==> src/rtl/fetch_ctrl_pkg.sv <==
// ---------------------------------------------------------------------------
// fetch_ctrl_pkg
// Shared constants for the instruction-fetch controller:
//   - fetch FSM state encoding
//   - default reset / exception-handler PCs
//   - legal instruction-fetch window used by the optional address check
// ---------------------------------------------------------------------------
package fetch_ctrl_pkg;

  typedef enum logic [1:0] {
    S_IDLE = 2'd0,
    S_REQ  = 2'd1,
    S_WAIT = 2'd2,
    S_HOLD = 2'd3
  } fetch_state_e;

  localparam logic [31:0] RESET_PC_DEF = 32'h0000_3000;
  localparam logic [31:0] EXC_PC_DEF   = 32'h0000_4180;

  // Inclusive bounds of the instruction memory window.
  localparam logic [31:0] FETCH_LO = 32'h0000_3000;
  localparam logic [31:0] FETCH_HI = 32'h0000_6FFF;

  // True when a fetch from addr would raise an address error:
  // misaligned word, or outside the instruction window.
  function automatic logic fetch_addr_bad(input logic [31:0] addr);
    return (addr[1:0] != 2'b00) || (addr < FETCH_LO) || (addr > FETCH_HI);
  endfunction

endpackage

==> src/rtl/fetch_ctrl_adel_chk.sv <==
// ---------------------------------------------------------------------------
// fetch_adel_chk
// Combinational fetch address-error detector.
// Ports:
//   addr_i  32  address about to be fetched
//   adel_o   1  high when addr_i is misaligned or outside the fetch window
// ---------------------------------------------------------------------------
module fetch_adel_chk
  import fetch_ctrl_pkg::*;
(
  input  logic [31:0] addr_i,
  output logic        adel_o
);

  assign adel_o = fetch_addr_bad(addr_i);

endmodule

==> src/rtl/fetch_ctrl.sv <==
// ---------------------------------------------------------------------------
// fetch_ctrl
// Instruction-fetch controller. Issues one instruction-memory request at a
// time, holds the fetched instruction for the pipeline while it stalls, and
// redirects to the exception handler or an eret target.
//
// Optional build macro: FETCH_ADEL_CHECK_EN
//   Defined   : misaligned / out-of-window PCs are not requested; the FSM
//               goes straight to HOLD with instr=0 and fetch_adel=1.
//   Undefined : fetch_adel is tied 0 and every PC is requested.
//
// Ports:
//   clk          in   1  clock, rising edge
//   reset        in   1  asynchronous active-high reset
//   stall        in   1  pipeline cannot accept the held instruction
//   npc          in  32  next PC from the next-PC unit
//   exc_req      in   1  exception taken (overrides stall)
//   eret_req     in   1  eret retired, return to epc
//   epc          in  32  return address from CP0
//   im_req       out  1  instruction-memory request
//   im_addr      out 32  request address (equals pc)
//   im_gnt       in   1  memory accepts the request this cycle
//   im_rvalid    in   1  read data valid
//   im_rdata     in  32  read data
//   pc           out 32  address of the current / held instruction
//   instr        out 32  fetched instruction
//   instr_valid  out  1  instr is valid for pc
//   fetch_adel   out  1  address error on fetch, valid with instr_valid
//
// state  | meaning
// -------+----------------------------------------------------------
// IDLE   | one cycle after reset before the first request
// REQ    | im_req high for pc, waiting for im_gnt
// WAIT   | request granted, waiting for im_rvalid (or draining it)
// HOLD   | instr valid for pc, waiting for the pipeline to take it
// ---------------------------------------------------------------------------
module fetch_ctrl
  import fetch_ctrl_pkg::*;
#(
  parameter logic [31:0] RESET_PC = RESET_PC_DEF,
  parameter logic [31:0] EXC_PC   = EXC_PC_DEF
) (
  input  logic        clk,
  input  logic        reset,
  input  logic        stall,
  input  logic [31:0] npc,
  input  logic        exc_req,
  input  logic        eret_req,
  input  logic [31:0] epc,
  output logic        im_req,
  output logic [31:0] im_addr,
  input  logic        im_gnt,
  input  logic        im_rvalid,
  input  logic [31:0] im_rdata,
  output logic [31:0] pc,
  output logic [31:0] instr,
  output logic        instr_valid,
  output logic        fetch_adel
);

  fetch_state_e state_q, state_d;
  logic [31:0]  pc_q, pc_d;
  logic [31:0]  instr_q, instr_d;
  logic         valid_q, valid_d;
  logic         adel_q, adel_d;
  logic         drop_q, drop_d;
  logic         adel_w;
  logic         req_w;

`ifdef FETCH_ADEL_CHECK_EN
  fetch_adel_chk u_adel_chk (
    .addr_i (pc_q),
    .adel_o (adel_w)
  );
`else
  assign adel_w = 1'b0;
`endif

  // A bad address never reaches memory.
  assign req_w = (state_q == S_REQ) && !adel_w;

  always_ff @(posedge clk or posedge reset) begin
    if (reset) begin
      state_q <= S_IDLE;
      pc_q    <= RESET_PC;
      instr_q <= '0;
      valid_q <= 1'b0;
      adel_q  <= 1'b0;
      drop_q  <= 1'b0;
    end else begin
      state_q <= state_d;
      pc_q    <= pc_d;
      instr_q <= instr_d;
      valid_q <= valid_d;
      adel_q  <= adel_d;
      drop_q  <= drop_d;
    end
  end

  always_comb begin
    state_d = state_q;
    pc_d    = pc_q;
    instr_d = instr_q;
    valid_d = valid_q;
    adel_d  = adel_q;
    drop_d  = drop_q;

    // An exception always retargets to the handler and invalidates the
    // held instruction; the per-state code only decides where to go.
    if (exc_req) begin
      pc_d    = EXC_PC;
      valid_d = 1'b0;
      adel_d  = 1'b0;
    end

    case (state_q)
      S_IDLE: begin
        state_d = S_REQ;
      end

      S_REQ: begin
        if (exc_req) begin
          // Not yet granted: simply re-issue for the handler address.
          // Granted in the same cycle: the old read is in flight, so drain it.
          if (req_w && im_gnt) begin
            state_d = S_WAIT;
            drop_d  = 1'b1;
          end
        end else if (adel_w) begin
          state_d = S_HOLD;
          instr_d = '0;
          valid_d = 1'b1;
          adel_d  = 1'b1;
        end else if (im_gnt) begin
          state_d = S_WAIT;
        end
      end

      S_WAIT: begin
        if (im_rvalid) begin
          if (drop_q || exc_req) begin
            // Stale response for an abandoned PC; pc_q already holds the
            // handler address, so just go request it.
            drop_d  = 1'b0;
            state_d = S_REQ;
          end else begin
            instr_d = im_rdata;
            valid_d = 1'b1;
            adel_d  = 1'b0;
            state_d = S_HOLD;
          end
        end else if (exc_req) begin
          // Response still outstanding: stay here so only one request is
          // ever in flight, and discard it when it arrives.
          drop_d = 1'b1;
        end
      end

      S_HOLD: begin
        if (exc_req) begin
          state_d = S_REQ;
        end else if (!stall) begin
          pc_d    = eret_req ? epc : npc;
          valid_d = 1'b0;
          adel_d  = 1'b0;
          state_d = S_REQ;
        end
      end

      default: begin
        state_d = S_IDLE;
      end
    endcase
  end

  assign im_req      = req_w;
  assign im_addr     = pc_q;
  assign pc          = pc_q;
  assign instr       = instr_q;
  assign instr_valid = valid_q;
  assign fetch_adel  = adel_q;

endmodule

==> config.mk <==
export PLATFORM = sky130hd
export DESIGN_NAME = fetch_ctrl
export DESIGN_NICKNAME = d
export VERILOG_FILES = /design/src/rtl/fetch_ctrl_pkg.sv /design/src/rtl/fetch_ctrl_adel_chk.sv /design/src/rtl/fetch_ctrl.sv
export SDC_FILE = /design/constraint.sdc
export NUM_CORES = 1
export LEC_CHECK = 0
export ABC_AREA = 0
export BUFFER_PORTS_ARGS = -buffer_cell sky130_fd_sc_hd__buf_4
export CORE_ASPECT_RATIO = 1.5
export CORE_UTILIZATION = 32
export CTS_CLUSTER_DIAMETER = 120
export DETAILED_ROUTE_END_ITERATION = 16
export PLACE_DENSITY = 0.69
export SKIP_LAST_GASP = 1
export SYNTH_ARGS = -nofsm -noshare
export SYNTH_HDL_FRONTEND = slang
export SYNTH_HIERARCHICAL = 1
export SYNTH_SLANG_ARGS = --single-unit
==> constraint.sdc <==
create_clock -name clk -period 2.2 [get_ports clk]
set_input_delay 0.44 -clock clk [delete_from_list [all_inputs] [get_ports clk]]
set_output_delay 0.44 -clock clk [all_outputs]
set_load 0.01 [all_outputs]
==> Word level (Yosys, flattened, before mapping) <==
Index checks and enable logic that the tools add are counted.
{ "classes": {"bitwise_logic": 1, "n_reduce_logical": 7, "n_eq_ne": 11, "muxes": 31} }
{ "ops": {"columns": ["op", "count"], "rows": [
  ["2-to-1 mux 32 bit", 5],
  ["2-to-1 mux 1 bit", 15],
  ["2-to-1 mux 2 bit", 7],
  ["inequality test 3 bit (second input constant)", 4],
  ["one-hot mux 2 bit (4 select lines)", 1],
  ["one-hot mux 1 bit (2 select lines)", 3],
  ["AND reduction 5 bit", 1],
  ["equality test 2 bit (second input constant)", 2],
  ["inequality test 2 bit (second input constant)", 2],
  ["AND reduction 4 bit", 1],
  ["inequality test 3 x 2 -> 1 bit (second input constant)", 1],
  ["AND reduction 3 bit", 1],
  ["equality test 2 x 1 -> 1 bit (second input constant)", 1],
  ["zero test 2 bit", 1],
  ["inequality test 2 x 1 -> 1 bit (second input constant)", 1],
  ["nonzero test 2 bit", 1],
  ["logical AND 1 bit", 1],
  ["logical OR 1 bit", 1],
  ["NOT 1 bit", 1]
]} }
{ "word_totals": {"input_bits": 103, "reg_bits": 69, "wordCells": 56, "out_inout_bits": 99} }

==> Longest topological paths before layout <==
{ "logic_depth": {"ltp_word": 5, "ltp_mapped": 6, "depth_no_buf": 5} }

==> Worst setup path before layout <==
OpenSTA, ideal clock, no wires.
{ "synth_timing": {"kind": "register to register", "from": "register state_q[0]", "to": "register instr_q[10] (netlist: instr[10])", "arrival_time_ns": 1.504, "n_path_buf": 1, "period_less_slack_ns": 1.629, "slack_ns": 0.571, "setup_ns": 0.125, "required_ns": 2.075, "stages_incl_launch_ff": 7, "path_cell_list": "dfrtp_1 inv_1 ha_1 nand2_1 nor3_4 buf_6 mux2_2"} }
{ "synth_between": {"elab_chain_len": 2} }
{ "synth_lines": {"columns": ["element", "line", "text"], "rows": [
  ["start, declared", "fetch_ctrl.sv:61", "fetch_state_e state_q, state_d;"],
  ["start signal, assigned", "fetch_ctrl.sv:91", "state_q <= state_d;"],
  ["equality test 2 bit", "fetch_ctrl.sv:116", "case (state_q)"],
  ["AND reduction 3 bit (no line)", null, null],
  ["end signal, assigned", "fetch_ctrl.sv:93", "instr_q <= instr_d;"],
  ["end, declared", "fetch_ctrl.sv:63", "logic [31:0] instr_q, instr_d;"]
]} }
No other way between the ends.
A chain may end at the register's enable or synchronous reset.

==> Final worst setup path <==
{ "layout_timing": {"from": "register state_q[0]", "to": "register instr_q[3] (netlist: instr[3])"} }
Same word-level chain as after synthesis.

==> impl.org <==
** Clocking
- Later-pin clock latency in the skew report :: 0.33 ns
- Inserted Clock Buffers :: 9
- Clock-pin slew was measured on the worst setup and hold paths at 0.06 ns.
- CTS Buffer Depth :: 2
- Number of clock sinks seen by CTS :: 69
- The root buffer cell chosen for the clock tree is sky130_fd_sc_hd__clkbuf_16.
- Cts-stage hold buffer count :: 0
- Once the clock tree was built, the resizer swapped 0 gates to a different size.
- Clock tree from TritonCTS :: built
- After clock tree synthesis, the setup repair step added 0 buffers.
- The H-tree generated during clock tree synthesis spans 3 levels.

** Critical path
- Critical R2R Launch :: state_q[0]
- Maximum fanout along the worst path :: 33
- Worst setup path class :: reg -> reg
- For the worst setup path, the data arrival time is 1.94 ns.
- Worst flop-to-flop path endpoint :: instr[3]
- Tracing the worst setup path back leads to its startpoint at state_q[0].
- Critical-path top delay cell :: sky130_fd_sc_hd__dfrtp_1
- STA classifies the critical path startpoint as a flop.
- The worst setup path is captured at a flop.
- The number of cells on the worst reg-to-reg path is 6.
- Worst setup path end :: instr[3]
- Setup slack on the worst reg-to-reg path comes out at roughly 0.47 ns.
- For this run, the slowest stage of the critical path takes roughly 0.40 ns.
- For the worst setup path, the data required time is 2.41 ns.
- Cell breakdown of the critical path :: inv_1, ha_1, nand2_1, nor3_4, buf_12, mux2_2

** Yosys
- Post-Syn Instances :: 276
- Counting flops with a built-in enable in the synthesized netlist gives 0.
- Parity-gate share of the synthesized area counting xor and xnor cells :: 0
- Dividing the synthesized area by the synthesized cell count gives 12.0 sq um.
- By area, the combinational part of the netlist is dominated by multiplexers.
- The complex-gate fraction of the synthesized area was 0.0899.
- Adder and majority cell fraction of the synthesized area :: 0.0113
- Post-synthesis instance area :: 3330 sq um
- For this run, asynchronously set or reset flops after synthesis account for 1.00.
- Yosys printed 6 warnings.
- When the netlist entered floorplanning its net count stood at 382.
- Predominant post-synthesis flop cell :: sky130_fd_sc_hd__dfrtp_1
- Post-synthesis sequential element count :: just under 70
- Simple-gate share of the synthesized area :: 0.0546
- Sequential-to-total area share from yosys stat :: 0.520
- Measured against the total synthesized area, the mux share comes to 0.211.
- The netlist uses 25 different library cells.

** Worst hold path
- Class of the most critical hold timing path :: in -> async

** Detailed routing
- Using the TritonRoute via totals, the vias-per-cell ratio works out to approximately 4.8.
- Aggregate routed wire length :: 8400 um
- The count of nets left with antenna violations once routing finished came out at 0.
- Via Count :: 2709
- Number of remaining DRC errors :: 0
- Before antenna repair, the detailed router went through 4 iterations.
- After the first detailed-routing iteration, the DRC count stood at 67.
- After detailed routing, the average wire length per cell comes to 14.8 um.

** GRT
- Combined global-route utilization of all metal layers :: 0.158
- Leftover overflow at the end of global routing :: 0
- The initial antenna violation count was 0.
- First-pass GRT wire length :: 13200 um
- Pin count of the biggest net entering global routing :: 59
- The number of global-route vias before repair is 2774.

** Outcome
- The flow ran to the end, and the final reports show no timing, DRC or antenna violations.

** STA
- Headroom to the max-slew limit came out at 0.522.
- Setup repair after global routing left no endpoint under its margin.
- Adding up every negative setup slack in the final design gives 0 ns.
- Setup-failing EPs final :: 0
- Post-route worst setup slack :: 0.474 ns
- Final worst clock skew :: 0.00700 ns
- Crit path time final :: 1.73 ns
- Number of max-slew violations in the final report :: 0
- Tightest hold margin :: approximately 0.23 ns
- For this run, the top clock speed supported by timing is 579 MHz.
- The final-report hold violation count was 0.
- Slew at the pin with the worst max-slew slack :: 0.715 ns
- Final Cycle Share :: 0.784

** Floorplan
- Pin placement for this block handled 202 I/O pins.
- Die outline width :: ~85 um
- Initial core utilization :: 0.328
- Number of core rows :: 45
- Vertical extent of the die :: 127 um
- The region available for standard cell placement spans 10100 sq um.
- The die covers 10800 sq um.

** Placement
- In this run the cell area measured after placement is 4720 sq um.
- The number of placed instances, taps included, is 550.
- The congestion estimate from routability-driven global placement came to 0.739.
- The count of buffers added on input and output ports is 201.
- DPL Wire Length :: 6470 um
- Worst setup slack before clock tree synthesis :: between 0.4 and 0.5 ns

** Finish
- Area taken by multi-input logic gates :: 1230 sq um
- Layout cells sized above 1 :: 0.579
- Area delta synth->final :: 50.3%
- The filler cells instantiated in the layout total slightly below 1000.
- Area taken by flip-flops and latches :: 1730 sq um
- The finished layout holds 566 standard cells, fillers aside.
- In the final design database the tool counted 550 nets.
- Number of antenna repair diodes :: 0
- Final core occ :: 0.493
- Final standard cell area without fillers :: 5000 sq um

** Job
- Across the run, the number of max-cap violations was 0.

** Pwr
- The worst-case IR drop observed on VDD is 0.000491 V.
- Dividing total power by cell area gives a power density of 909 nW/um^2.
- Total power of the final layout :: 4.54 mW
- Leakage power of the design :: 2.60 nW
-- synthesized netlist by cell type (2+ instances only) --
library cell | instances | area, sq um
sky130_fd_sc_hd__buf_6 | 4 | 45.0
sky130_fd_sc_hd__a211oi_1 | 30 | 225
sky130_fd_sc_hd__dfrtp_1 | 67 | 1680
sky130_fd_sc_hd__ha_1 | 3 | 37.5
sky130_fd_sc_hd__nand2_1 | 7 | 26.3
sky130_fd_sc_hd__nand2b_1 | 2 | 12.5
sky130_fd_sc_hd__a21oi_1 | 2 | 10.0
sky130_fd_sc_hd__mux2i_1 | 34 | 340
sky130_fd_sc_hd__mux2_2 | 31 | 349
sky130_fd_sc_hd__buf_2 | 8 | 40.0
sky130_fd_sc_hd__o211ai_1 | 3 | 22.5
sky130_fd_sc_hd__clkbuf_1 | 4 | 15.0
sky130_fd_sc_hd__dfstp_2 | 2 | 52.6
sky130_fd_sc_hd__nor2_1 | 30 | 113
sky130_fd_sc_hd__buf_4 | 34 | 255
sky130_fd_sc_hd__inv_1 | 6 | 22.5
-- how the worst min path moves through the flow --
stage | startpoint | endpoint
2_1_floorplan | im_addr[12] | im_addr[12]
3_3_place_gp | instr[0] | instr[0]
3_5_place_dp | instr[0] | instr[0]
4_1_cts | reset | im_addr[18]
5_1_grt | reset | im_addr[18]
6_report | reset | im_addr[16]
-- critical path, delay by kind of cell (launching register included) --
family / cells / cell delay [ns]
buf+inv: 2 / 0.32
simple gates: 2 / 0.31
mux: 1 / 0.36
flops: 1 / 0.40
fa+ha+maj: 1 / 0.21
-- layout by cell type, fill, tap and decap left out --
cell	count
sky130_fd_sc_hd__a31o_2	1
sky130_fd_sc_hd__dfstp_2	2
sky130_fd_sc_hd__o21a_1	1
sky130_fd_sc_hd__nor2_1	30
sky130_fd_sc_hd__o2bb2ai_1	1
sky130_fd_sc_hd__nor3b_1	1
sky130_fd_sc_hd__mux2i_1	34
sky130_fd_sc_hd__o21bai_1	1
sky130_fd_sc_hd__inv_2	1
sky130_fd_sc_hd__clkinv_4	2
sky130_fd_sc_hd__clkinvlp_4	3
sky130_fd_sc_hd__clkbuf_16	9
sky130_fd_sc_hd__inv_1	5
sky130_fd_sc_hd__ha_1	3
sky130_fd_sc_hd__a21oi_1	2
sky130_fd_sc_hd__o221ai_1	1
sky130_fd_sc_hd__mux2_2	31
sky130_fd_sc_hd__o211ai_1	3
sky130_fd_sc_hd__dfrtp_1	67
sky130_fd_sc_hd__nor2b_4	1
sky130_fd_sc_hd__a211oi_1	30
sky130_fd_sc_hd__inv_6	2
sky130_fd_sc_hd__nor3_4	1
sky130_fd_sc_hd__nand2b_1	2
sky130_fd_sc_hd__buf_12	3
sky130_fd_sc_hd__nand2_1	7
sky130_fd_sc_hd__mux2_1	1
sky130_fd_sc_hd__buf_4	204
-- cell families after synthesis --
group,Yosys count
AND/OR/NAND/NOR,42
multiplexers,66
flip-flops,69
adder cells (fa/ha/maj),3
buffers and inverters,56
AO/OA/AOI/OAI,40
-- power breakdown --
group          total [mW]  internal (mW)  switching (mW)
sequential           1.73           1.54           0.190
clock                1.34          0.773           0.565
combinational        1.48          0.828           0.648
total                4.54           3.14            1.40
-- state kept, by name (all words and copies together) (netlist names) --
signal and cells:
im_addr 32, fetch_adel 1, instr_valid 1, instr 32
state_q 2, drop_q 1
-- area by class of cell --
class	count	area share
Sequential cell	69	0.346
Timing Repair Buffer	207	0.318
Multi-Input combinational cell	151	0.245
Clock buffer	9	0.0451
Tap cell	117	0.0293
Clock inverter	7	0.0115
Inverter	6	0.00451
-- metal layers --
metal,wire length [um],share of wire,vias to the layer above,GRT usage
li1,-,-,1274,-
met1,3090,0.37,1268,0.166
met2,4480,0.53,154,0.292
met3,660,0.079,13,0.0397
met4,166,0.020,0,0.0698
met5,0,0,-,0
Power figures use the tool's default switching activity.
